**config.mk**
```make
export PLATFORM = sky130hd
export DESIGN_NAME = fp_cdb_arbiter_flat
export DESIGN_NICKNAME = d
export VERILOG_FILES = /design/src/rtl/fp_cdb_arbiter_pkg.sv /design/src/rtl/fp_cdb_arbiter_if.sv /design/src/rtl/fp_cdb_arbiter_rr_pick.sv /design/src/rtl/fp_cdb_arbiter.sv /design/src/flat_wrapper.sv
export SDC_FILE = /design/constraint.sdc
export NUM_CORES = 1
export LEC_CHECK = 0
export CELL_PAD_IN_SITES_DETAIL_PLACEMENT = 1
export CELL_PAD_IN_SITES_GLOBAL_PLACEMENT = 2
export CORE_MARGIN = 10
export CORE_UTILIZATION = 36
export DETAILED_ROUTE_END_ITERATION = 8
export PLACE_DENSITY_LB_ADDON = 0.12
export SYNTH_ARGS = -nofsm -noshare
export SYNTH_HDL_FRONTEND = slang
export SYNTH_HIERARCHICAL = 1
export SYNTH_SLANG_ARGS = --single-unit
```
**constraint.sdc**
```tcl
create_clock -name clk -period 5.3 [get_ports clk]
set_clock_uncertainty 0.1 [all_clocks]
set_input_delay 1.325 -clock clk [delete_from_list [all_inputs] [get_ports clk]]
set_output_delay 1.325 -clock clk [all_outputs]
set_load 0.03 [all_outputs]
```
**src/rtl/fp_cdb_arbiter_pkg.sv**
```systemverilog
// Shared FP definitions: default field widths common with the FP reservation
// stations, the CDB bundle layout and a small round-robin helper.
package fp_cdb_arbiter_pkg;

   localparam int FP_NREQ   = 3;
   localparam int FP_TAG_W  = 5;
   localparam int FP_DST_W  = 5;
   localparam int FP_DATA_W = 32;

   // One CDB broadcast as snooped by the reservation stations and register file.
   typedef struct packed {
      logic [FP_TAG_W-1:0]  tag;
      logic [FP_DST_W-1:0]  dst;
      logic [FP_DATA_W-1:0] val;
   } cdb_t;

   localparam int CDB_W = $bits(cdb_t);

   // Index following idx in a ring of nreq entries.
   function automatic int rr_next(input int idx, input int nreq);
      return (idx + 1 >= nreq) ? 0 : idx + 1;
   endfunction

endpackage

```
**src/rtl/fp_cdb_arbiter_if.sv**
```systemverilog
// Producer-side request bundle plus the FP CDB broadcast and status outputs.
//
// Handshake: producer i asserts req_valid[i] with stable req_tag/req_dst/req_val
// slices; the transfer happens on the rising clk edge where req_valid[i] and
// req_ready[i] are both high. While req_ready[i] is low the producer must keep
// req_valid[i] and its data unchanged. req_ready never depends on req_valid.
interface fp_cdb_arbiter_if
   import fp_cdb_arbiter_pkg::*;
#(
   parameter int NREQ   = FP_NREQ,
   parameter int TAG_W  = FP_TAG_W,
   parameter int DST_W  = FP_DST_W,
   parameter int DATA_W = FP_DATA_W
) ();

   localparam int PTR_W = $clog2(NREQ);

   logic [NREQ-1:0]        req_valid;
   logic [NREQ*TAG_W-1:0]  req_tag;
   logic [NREQ*DST_W-1:0]  req_dst;
   logic [NREQ*DATA_W-1:0] req_val;
   logic [NREQ-1:0]        req_ready;

   logic                   we_FP;
   logic [TAG_W-1:0]       tag_FP;
   logic [DST_W-1:0]       dst_FP;
   logic [DATA_W-1:0]      val_FP;
   logic                   cdb_busy;
   logic                   tag_err;
   logic [PTR_W-1:0]       rr_ptr;   // debug view of the round-robin pointer

   modport master (
      output req_valid, req_tag, req_dst, req_val,
      input  req_ready, we_FP, tag_FP, dst_FP, val_FP, cdb_busy, tag_err, rr_ptr
   );

   modport slave (
      input  req_valid, req_tag, req_dst, req_val,
      output req_ready, we_FP, tag_FP, dst_FP, val_FP, cdb_busy, tag_err, rr_ptr
   );

endinterface

```
**src/rtl/fp_cdb_arbiter_rr_pick.sv**
```systemverilog
// Round-robin one-hot picker: first set request at or after ptr_i wins,
// wrapping back to index 0.
module fp_cdb_arbiter_rr_pick
   import fp_cdb_arbiter_pkg::*;
#(
   parameter int NREQ  = FP_NREQ,
   parameter int PTR_W = $clog2(FP_NREQ)
) (
   input  logic [NREQ-1:0]  req_i,
   input  logic [PTR_W-1:0] ptr_i,
   output logic [NREQ-1:0]  gnt_o,
   output logic [PTR_W-1:0] idx_o,
   output logic             any_o
);

   // Two passes: indices >= ptr first, then the wrapped indices below ptr.
   always_comb begin
      gnt_o = '0;
      idx_o = '0;
      any_o = 1'b0;
      for (int i = 0; i < NREQ; i++) begin
         if (!any_o && req_i[i] && (PTR_W'(i) >= ptr_i)) begin
            any_o    = 1'b1;
            gnt_o[i] = 1'b1;
            idx_o    = PTR_W'(i);
         end
      end
      for (int i = 0; i < NREQ; i++) begin
         if (!any_o && req_i[i] && (PTR_W'(i) < ptr_i)) begin
            any_o    = 1'b1;
            gnt_o[i] = 1'b1;
            idx_o    = PTR_W'(i);
         end
      end
   end

endmodule

```
**src/rtl/fp_cdb_arbiter.sv**
```systemverilog
// FP common data bus arbiter: one holding register per producer, round-robin
// grant of one held result per cycle, registered broadcast stage.
module fp_cdb_arbiter
   import fp_cdb_arbiter_pkg::*;
#(
   parameter int NREQ   = FP_NREQ,
   parameter int TAG_W  = FP_TAG_W,
   parameter int DST_W  = FP_DST_W,
   parameter int DATA_W = FP_DATA_W
) (
   input  logic           clk,
   input  logic           reset,   // asynchronous, active-low
   fp_cdb_arbiter_if.slave bus
);

   localparam int PTR_W = $clog2(NREQ);

   // Holding registers
   logic [NREQ-1:0]   hv_q, hv_d;
   logic [TAG_W-1:0]  htag_q [NREQ];
   logic [DST_W-1:0]  hdst_q [NREQ];
   logic [DATA_W-1:0] hval_q [NREQ];

   // Arbitration
   logic [PTR_W-1:0]  rr_ptr_q, rr_ptr_d;
   logic [NREQ-1:0]   gnt;
   logic [PTR_W-1:0]  win_idx;
   logic              any_gnt;
   logic [NREQ-1:0]   ready;
   logic [NREQ-1:0]   accept;
   logic [TAG_W-1:0]  win_tag;
   logic [DST_W-1:0]  win_dst;
   logic [DATA_W-1:0] win_val;

   // Broadcast stage and status
   logic              we_q;
   logic [TAG_W-1:0]  tag_q;
   logic [DST_W-1:0]  dst_q;
   logic [DATA_W-1:0] val_q;
   logic              tag_err_q;
   logic              dup;

   fp_cdb_arbiter_rr_pick #(
      .NREQ  (NREQ),
      .PTR_W (PTR_W)
   ) u_rr_pick (
      .req_i (hv_q),
      .ptr_i (rr_ptr_q),
      .gnt_o (gnt),
      .idx_o (win_idx),
      .any_o (any_gnt)
   );

   // A slot is ready when empty or being drained this cycle; a same-edge
   // accept into a granted slot keeps it occupied.
   always_comb begin
      ready    = ~hv_q | gnt;
      accept   = bus.req_valid & ready;
      hv_d     = (hv_q & ~gnt) | accept;
      rr_ptr_d = any_gnt ? PTR_W'(rr_next(int'(win_idx), NREQ)) : rr_ptr_q;
   end

   // Select the granted slot's contents for the broadcast stage.
   always_comb begin
      win_tag = '0;
      win_dst = '0;
      win_val = '0;
      for (int i = 0; i < NREQ; i++) begin
         if (gnt[i]) begin
            win_tag = htag_q[i];
            win_dst = hdst_q[i];
            win_val = hval_q[i];
         end
      end
   end

   // Flag any pair of occupied slots carrying the same rename tag.
   always_comb begin
      dup = 1'b0;
      for (int i = 0; i < NREQ; i++) begin
         for (int j = i + 1; j < NREQ; j++) begin
            if (hv_q[i] && hv_q[j] && (htag_q[i] == htag_q[j])) begin
               dup = 1'b1;
            end
         end
      end
   end

   // Slot occupancy and round-robin pointer.
   always_ff @(posedge clk or negedge reset) begin
      if (!reset) begin
         hv_q     <= '0;
         rr_ptr_q <= '0;
      end else begin
         hv_q     <= hv_d;
         rr_ptr_q <= rr_ptr_d;
      end
   end

   // Holding register payloads load on an accepted handshake.
   always_ff @(posedge clk or negedge reset) begin
      if (!reset) begin
         for (int i = 0; i < NREQ; i++) begin
            htag_q[i] <= '0;
            hdst_q[i] <= '0;
            hval_q[i] <= '0;
         end
      end else begin
         for (int i = 0; i < NREQ; i++) begin
            if (accept[i]) begin
               htag_q[i] <= bus.req_tag[i*TAG_W +: TAG_W];
               hdst_q[i] <= bus.req_dst[i*DST_W +: DST_W];
               hval_q[i] <= bus.req_val[i*DATA_W +: DATA_W];
            end
         end
      end
   end

   // Registered broadcast: pulse per grant, data holds when idle.
   always_ff @(posedge clk or negedge reset) begin
      if (!reset) begin
         we_q  <= 1'b0;
         tag_q <= '0;
         dst_q <= '0;
         val_q <= '0;
      end else begin
         we_q <= any_gnt;
         if (any_gnt) begin
            tag_q <= win_tag;
            dst_q <= win_dst;
            val_q <= win_val;
         end
      end
   end

   // Sticky duplicate-tag error, cleared only by reset.
   always_ff @(posedge clk or negedge reset) begin
      if (!reset) begin
         tag_err_q <= 1'b0;
      end else begin
         tag_err_q <= tag_err_q | dup;
      end
   end

   assign bus.req_ready = ready;
   assign bus.we_FP     = we_q;
   assign bus.tag_FP    = tag_q;
   assign bus.dst_FP    = dst_q;
   assign bus.val_FP    = val_q;
   assign bus.cdb_busy  = |hv_q;
   assign bus.tag_err   = tag_err_q;
   assign bus.rr_ptr    = rr_ptr_q;

endmodule
```
**src/flat_wrapper.sv**
```systemverilog
// flat-port wrapper written by rule: the top's interface ports become plain ports
module fp_cdb_arbiter_flat import fp_cdb_arbiter_pkg::*;
#(
   parameter int NREQ   = FP_NREQ,
   parameter int TAG_W  = FP_TAG_W,
   parameter int DST_W  = FP_DST_W,
   parameter int DATA_W = FP_DATA_W
)
  (clk, reset, bus_req_valid, bus_req_tag, bus_req_dst, bus_req_val, bus_req_ready, bus_we_FP, bus_tag_FP, bus_dst_FP, bus_val_FP, bus_cdb_busy, bus_tag_err, bus_rr_ptr);
  fp_cdb_arbiter_if #(.NREQ(NREQ), .TAG_W(TAG_W), .DST_W(DST_W), .DATA_W(DATA_W)) bus_i ();
  input  logic clk;
  input  logic reset;
  input wire logic [$bits(bus_i.req_valid)-1:0] bus_req_valid;
  input wire logic [$bits(bus_i.req_tag)-1:0] bus_req_tag;
  input wire logic [$bits(bus_i.req_dst)-1:0] bus_req_dst;
  input wire logic [$bits(bus_i.req_val)-1:0] bus_req_val;
  output wire logic [$bits(bus_i.req_ready)-1:0] bus_req_ready;
  output wire logic [$bits(bus_i.we_FP)-1:0] bus_we_FP;
  output wire logic [$bits(bus_i.tag_FP)-1:0] bus_tag_FP;
  output wire logic [$bits(bus_i.dst_FP)-1:0] bus_dst_FP;
  output wire logic [$bits(bus_i.val_FP)-1:0] bus_val_FP;
  output wire logic [$bits(bus_i.cdb_busy)-1:0] bus_cdb_busy;
  output wire logic [$bits(bus_i.tag_err)-1:0] bus_tag_err;
  output wire logic [$bits(bus_i.rr_ptr)-1:0] bus_rr_ptr;
  assign bus_i.req_valid = bus_req_valid;
  assign bus_i.req_tag = bus_req_tag;
  assign bus_i.req_dst = bus_req_dst;
  assign bus_i.req_val = bus_req_val;
  assign bus_req_ready = bus_i.req_ready;
  assign bus_we_FP = bus_i.we_FP;
  assign bus_tag_FP = bus_i.tag_FP;
  assign bus_dst_FP = bus_i.dst_FP;
  assign bus_val_FP = bus_i.val_FP;
  assign bus_cdb_busy = bus_i.cdb_busy;
  assign bus_tag_err = bus_i.tag_err;
  assign bus_rr_ptr = bus_i.rr_ptr;
  fp_cdb_arbiter #(.NREQ(NREQ), .TAG_W(TAG_W), .DST_W(DST_W), .DATA_W(DATA_W)) u_core (.clk(clk), .reset(reset), .bus(bus_i));
endmodule
```
After elaboration in Yosys (flattened, before gate mapping)
Cells that the tools add are included.
Operators by class
  reduce and logical (&&, ||, !) cells: 23
  order comparisons: 7
  mux-type cells: 29
  equality and inequality tests: 3
  add/subtract/negate cells: 1
  bitwise logic cells: 7
Operators with widths (number)
  32-bit two-way mux: 3
  5-bit two-way mux: 6
  1-bit logical AND: 17
  5-bit equality test: 3
  1-bit two-way mux: 15
  2-bit two-way mux: 5
  3-bit AND: 2
  3-bit NOT: 2
  3-bit OR: 2
  1-bit zero test: 5
  1-bit by 2-bit greater-or-equal comparator with 1-bit output, first input constant: 2
  1-bit by 2-bit < comparator with 1-bit output, first input constant: 2
  2-bit by 1-bit adder with 3-bit output, second input constant: 1
  3-bit by 2-bit greater-or-equal comparator with 1-bit output, second input constant: 1
  3-bit OR reduction: 1
  2-bit greater-or-equal comparator, first input constant: 1
  2-bit < comparator, first input constant: 1
  1-bit OR: 1
Storage, ports and cells
  word-level logic and storage cells: 86
  bits of input ports: 131
  bits in registers: 175

Longest topological paths before layout
  depth after elaboration: 26
  depth in mapped cells: 8
  mapped depth without buffers: 6

Hierarchy
Netlist, hierarchy kept.
Modules (own cells, without submodules)
  fp_cdb_arbiter: area each 7493.4 µm², cells each 551, times used 1, seq. area each 4379.2 µm²
  fp_cdb_arbiter_rr_pick: area each 87.6 µm², cells each 13, times used 1, seq. area each 0.0 µm²

Least setup slack after synthesis
Ideal clock, no wire load.
  kind: register to output
  from: register u_core.rr_ptr_q[1] (netlist: u_core/bus.rr_ptr[1])
  to: output bus_req_ready[2]
  cell stages (with the launch flop): 6
  arrival: 1402 ps
  data required time: 3875 ps
  slack: 2473 ps
  path through: dfrtp_1 -> nor2b_1 -> o31a_1 -> buf_4 -> inv_2 -> nand2_2
Between the ends
  word-level cells in the longest chain between the ends: 24
  elaborated cells between the ends (all ways): 30
  those cells by class: order compare (6); mux (7); bitwise (1); reduce/logical (16)
Ends and longest elaborated chain
  from (decl): RTL line fp_cdb_arbiter.sv:25  | logic [PTR_W-1:0] rr_ptr_q, rr_ptr_d;
  from (signal assigned): RTL line fp_cdb_arbiter.sv:96  | rr_ptr_q <= rr_ptr_d;
  1-bit by 2-bit greater-or-equal comparator with 1-bit output: RTL line fp_cdb_arbiter_rr_pick.sv:22  | if (!any_o && req_i[i] && (PTR_W'(i) >= ptr_i)) begin
  1-bit logical AND: RTL line fp_cdb_arbiter_rr_pick.sv:22
  1-bit two-way mux: RTL line fp_cdb_arbiter_rr_pick.sv:22
  1-bit zero test: RTL line fp_cdb_arbiter_rr_pick.sv:22
  1-bit logical AND (2 in series): RTL line fp_cdb_arbiter_rr_pick.sv:22
  1-bit two-way mux: RTL line fp_cdb_arbiter_rr_pick.sv:22
  1-bit zero test: RTL line fp_cdb_arbiter_rr_pick.sv:22
  1-bit logical AND (2 in series): RTL line fp_cdb_arbiter_rr_pick.sv:22
  [5 not listed]
  1-bit zero test: RTL line fp_cdb_arbiter_rr_pick.sv:29  | if (!any_o && req_i[i] && (PTR_W'(i) < ptr_i)) begin
  1-bit logical AND (2 in series): RTL line fp_cdb_arbiter_rr_pick.sv:29
  1-bit two-way mux: RTL line fp_cdb_arbiter_rr_pick.sv:29
  1-bit zero test: RTL line fp_cdb_arbiter_rr_pick.sv:29
  1-bit logical AND (2 in series): RTL line fp_cdb_arbiter_rr_pick.sv:29
  1-bit two-way mux (*): RTL line fp_cdb_arbiter_rr_pick.sv:29
  named net u_core.gnt[2]: RTL line fp_cdb_arbiter.sv:26  | logic [NREQ-1:0] gnt;
  3-bit OR (*): RTL line fp_cdb_arbiter.sv:57  | ready = ~hv_q | gnt;
  to (decl): RTL line flat_wrapper.sv:17  | output wire logic [$bits(bus_i.req_ready)-1:0] bus_req_ready;
The timed path passes the listed nets; every way through them passes the cells marked *.

Final worst setup path
  from: register u_core.hv_q[1]
  to: output bus_req_ready[2]
Between the ends
  word-level cells in the longest chain between the ends: 20
  elaborated cells between the ends (all ways): 21
  those cells by class: mux (6); bitwise (1); reduce/logical (14)
Ends and longest elaborated chain
  from (decl): RTL line fp_cdb_arbiter.sv:19  | logic [NREQ-1:0] hv_q, hv_d;
  from (signal assigned): RTL line fp_cdb_arbiter.sv:95  | hv_q <= hv_d;
  1-bit logical AND (2 in series): RTL line fp_cdb_arbiter_rr_pick.sv:22
  1-bit two-way mux: RTL line fp_cdb_arbiter_rr_pick.sv:22
  1-bit zero test: RTL line fp_cdb_arbiter_rr_pick.sv:22
  1-bit logical AND (2 in series): RTL line fp_cdb_arbiter_rr_pick.sv:22
  1-bit two-way mux: RTL line fp_cdb_arbiter_rr_pick.sv:22
  1-bit zero test: RTL line fp_cdb_arbiter_rr_pick.sv:29
  1-bit logical AND (2 in series): RTL line fp_cdb_arbiter_rr_pick.sv:29
  1-bit two-way mux: RTL line fp_cdb_arbiter_rr_pick.sv:29
  1-bit zero test: RTL line fp_cdb_arbiter_rr_pick.sv:29
  1-bit logical AND (2 in series): RTL line fp_cdb_arbiter_rr_pick.sv:29
  1-bit two-way mux: RTL line fp_cdb_arbiter_rr_pick.sv:29
  1-bit zero test: RTL line fp_cdb_arbiter_rr_pick.sv:29
  1-bit logical AND (2 in series): RTL line fp_cdb_arbiter_rr_pick.sv:29
  1-bit two-way mux (*): RTL line fp_cdb_arbiter_rr_pick.sv:29
  named net u_core.gnt[2]: RTL line fp_cdb_arbiter.sv:26
  3-bit OR (*): RTL line fp_cdb_arbiter.sv:57
Marks and branches as above.

==> flow_summary.yaml <==
die:
  die-area_sq_um: 27300
  num_io_pins: 181
  start_util: 0.363
  rows: 53
  die_h_um: 165
  die_w_um: 165
  coreArea_sq_um: 20900
place:
  hpwl_um: 14600
  place.gp.congestion: 0.781
  port-buffer-count: 180
  placed_cells: 985
timing:
  fin_crit_ps: 3760
  fmax_ghz: 0.266
  hold_violations: 0
  relSlewSlack: 0.146
  worst_pin_slew_ps: 1280
  fin_hold_ws_ps: 400
  setup_viol: 0
  grt_setup_unrepaired: "false"
  finalSetupTns_ps: 0
  post-route-period-util: 0.710
  drv_slew: 0
clock_network:
  cts_resized: 0
  clock_path_buffers: 2
  cts_root_buf: "clkbuf_16"
  path_clk_slew_ps: 70
  cts_tree: "done"
  clock_sinks: 175
  post_cts_buffers: 0
  htreeDepth: 4
  hold_buffers: 0
  numCtsBuffers: 17
  insertion_delay_ps: 420
cells_and_area:
  drive_above_1_share: 0.239
  fin_nets: 860
  final_cells: 1018
  syn_to_final_growth_pct: 33.9
  fillCellCount: 2136
yosys:
  async_flop_share: 1.00
  synth_cell_types: 32
  netlist.area_leader.share: 0.578
  ys_ff_latch: 175
  synth_most_common_cell: "dfrtp_1"
  yosys_most_used_dff: "dfrtp_1"
  synth_area_leaders: "dfrtp_1 (58%), mux2_2 (13%), mux2_4 (7.9%)"
  synth-edff-count: 0
  yosysSeqAreaShare: 0.578
  syn_area_sq_um: 7580
  synth_fp_nets: 695
  synth_top_cell_by_area: "dfrtp_1"
  yosysWarnings: 6
  syn_avg_cell_area_sq_um: 13.4
  synth_common_cells: "dfrtp_1 (175), mux2_2 (87), inv_1 (44)"
  syn_inst: 564
drt:
  dr_total_vias: 5243
  drt_iter0_drc: 229
  drc: 0
  wl_um: 22700
  viasPerCell: 5.15
  first_pass_iters: 4
  routedWlPerCell_um: 22.3
  postRouteAntennaNets: 0
critical_path:
  cp_cell_sequence: "nor3b_1, o31a_2, inv_2, nand2_2, clkdlybuf4s50_1"
  cpMaxStageDelayCell: "clkdlybuf4s50_1"
  required_ps: 3880
  reg2reg_slack_ps: 2290
  worstPathMaxFanout: 9
  arrival_ps: 2340
  end_kind: "primary output"
  crit_path_max_incr_delay_ps: 700
  crit_path_start_kind: "flip-flop"
  worstSetupPathType: "reg2out"
outcome:
  status: "complete, no violations"
global_routing:
  grt_pass1_wl_um: 35300
  antenna_found_initial: 3
  grt_pass1_vias: 6062
  track_usage: 0.168
  grt_max_degree: 100
  grt-ovfl-total: 0
run:
  drv_cap: 0
power_and_ir_drop:
  power.density_nw_per_um2: 719
  leakage_nw: 4.35
  power_w: 0.00730
  peakVddDrop_v: 0.000259
worst_hold_path:
  hp-class: "reg2reg"
==> state kept, by name, indices dropped and copies added, names as in the netlist, 2 cells and up <==
register,count
u_core/hdst_q,15
u_core/bus.rr_ptr,2
u_core/bus.dst_FP,5
u_core/bus.val_FP,32
u_core/hval_q,96
u_core/hv_q,3
u_core/bus.tag_FP,5
u_core/htag_q,15
==> where the power goes <==
| part | total [W] | internal [W] | switching, W | leakage (nW) |
|---|---|---|---|---|
| logic | 0.00352 | 0.00170 | 0.00182 | 2.00 |
| registers | 0.00252 | 0.00205 | 0.000468 | 2.06 |
| clock network | 0.00126 | 0.000702 | 0.000553 | 0.283 |
| total | 0.00730 | 0.00446 | 0.00284 | 4.35 |
==> logic make-up after synthesis <==
logic type / share of synthesized area
xor+xnor: 0.0173
compound gates: 0.119
flops: 0.578
mux: 0.208
simple gates: 0.0249
buf+inv: 0.0531
==> layout make-up <==
type / count / area (sq um) / share of cell area
inverters: 45 / 169 / 0.0166
clock inverters: 15 / 158 / 0.0155
repair buffers: 185 / 1840 / 0.182
well taps: 275 / 344 / 0.0339
flip-flops and latches: 175 / 4380 / 0.431
multi-input cells: 305 / 2830 / 0.279
diodes: 1 / 2.50 / 0.000247
clock buffers: 17 / 425 / 0.0419
==> stage by stage <==
step / utilization / setup WS [ps] / area (sq um)
floorplan: - / 2470 / 7580
global placement: 0.458 / 1960 / 9570
detailed placement: 0.458 / 1930 / 9570
CTS: 0.486 / 1530 / 10100
global route: 0.486 / 1420 / 10100
finish: 0.486 / 1540 / 10200
==> path summary, 6_finish.rpt <==
| path | cells past startpoint | endpoint | startpoint |
|---|---|---|---|
| max in group asynchronous | 2 | u_core/hval_q[71] | reset |
| hold / removal | 1 | u_core/hval_q[16] | u_core/hval_q[16] |
| setup reg to reg | 6 | u_core/bus.dst_FP[2] | u_core/bus.rr_ptr[1] |
| hold reg to reg | 1 | u_core/hval_q[16] | u_core/hval_q[16] |
| setup / recovery | 5 | bus_req_ready[2] | u_core/hv_q[1] |
| min in group asynchronous | 1 | u_core/hdst_q[7] | reset |
==> cell usage in the layout, fill, tap and decap left out, types with 3 or more instances in the layout <==
| master | count |
|---|---|
| clkbuf_16 | 17 |
| nor2_1 | 5 |
| clkdlybuf4s50_1 | 179 |
| nand2_1 | 3 |
| nand2b_1 | 4 |
| mux2_2 | 87 |
| clkinv_2 | 4 |
| dfrtp_1 | 175 |
| xnor2_1 | 3 |
| clkinvlp_4 | 3 |
| buf_4 | 5 |
| a221oi_1 | 41 |
| o22ai_1 | 42 |
| xor2_1 | 12 |
| nor4_1 | 3 |
| inv_1 | 44 |
| mux2_4 | 40 |
| o21ai_0 | 43 |
| inv_6 | 5 |
==> routing by layer <==
metal  GRT usage  part of all wire  vias up
li1            -                 -     2382
met1       0.206              0.43     2730
met3      0.0473             0.055       17
met4      0.0463             0.011        4
met5           0            0.0012        -
met2       0.285              0.50      110
==> worst max-delay path: cells and delay by family (launching register included) <==
family | cells | cell delay, ps
DFF | 1 | 500
AOI/OAI and AO/OA | 1 | 220
buffers and inverters | 2 | 740
and+or+nand+nor | 2 | 460
No activity file was read; power rests on OpenSTA's default activity.
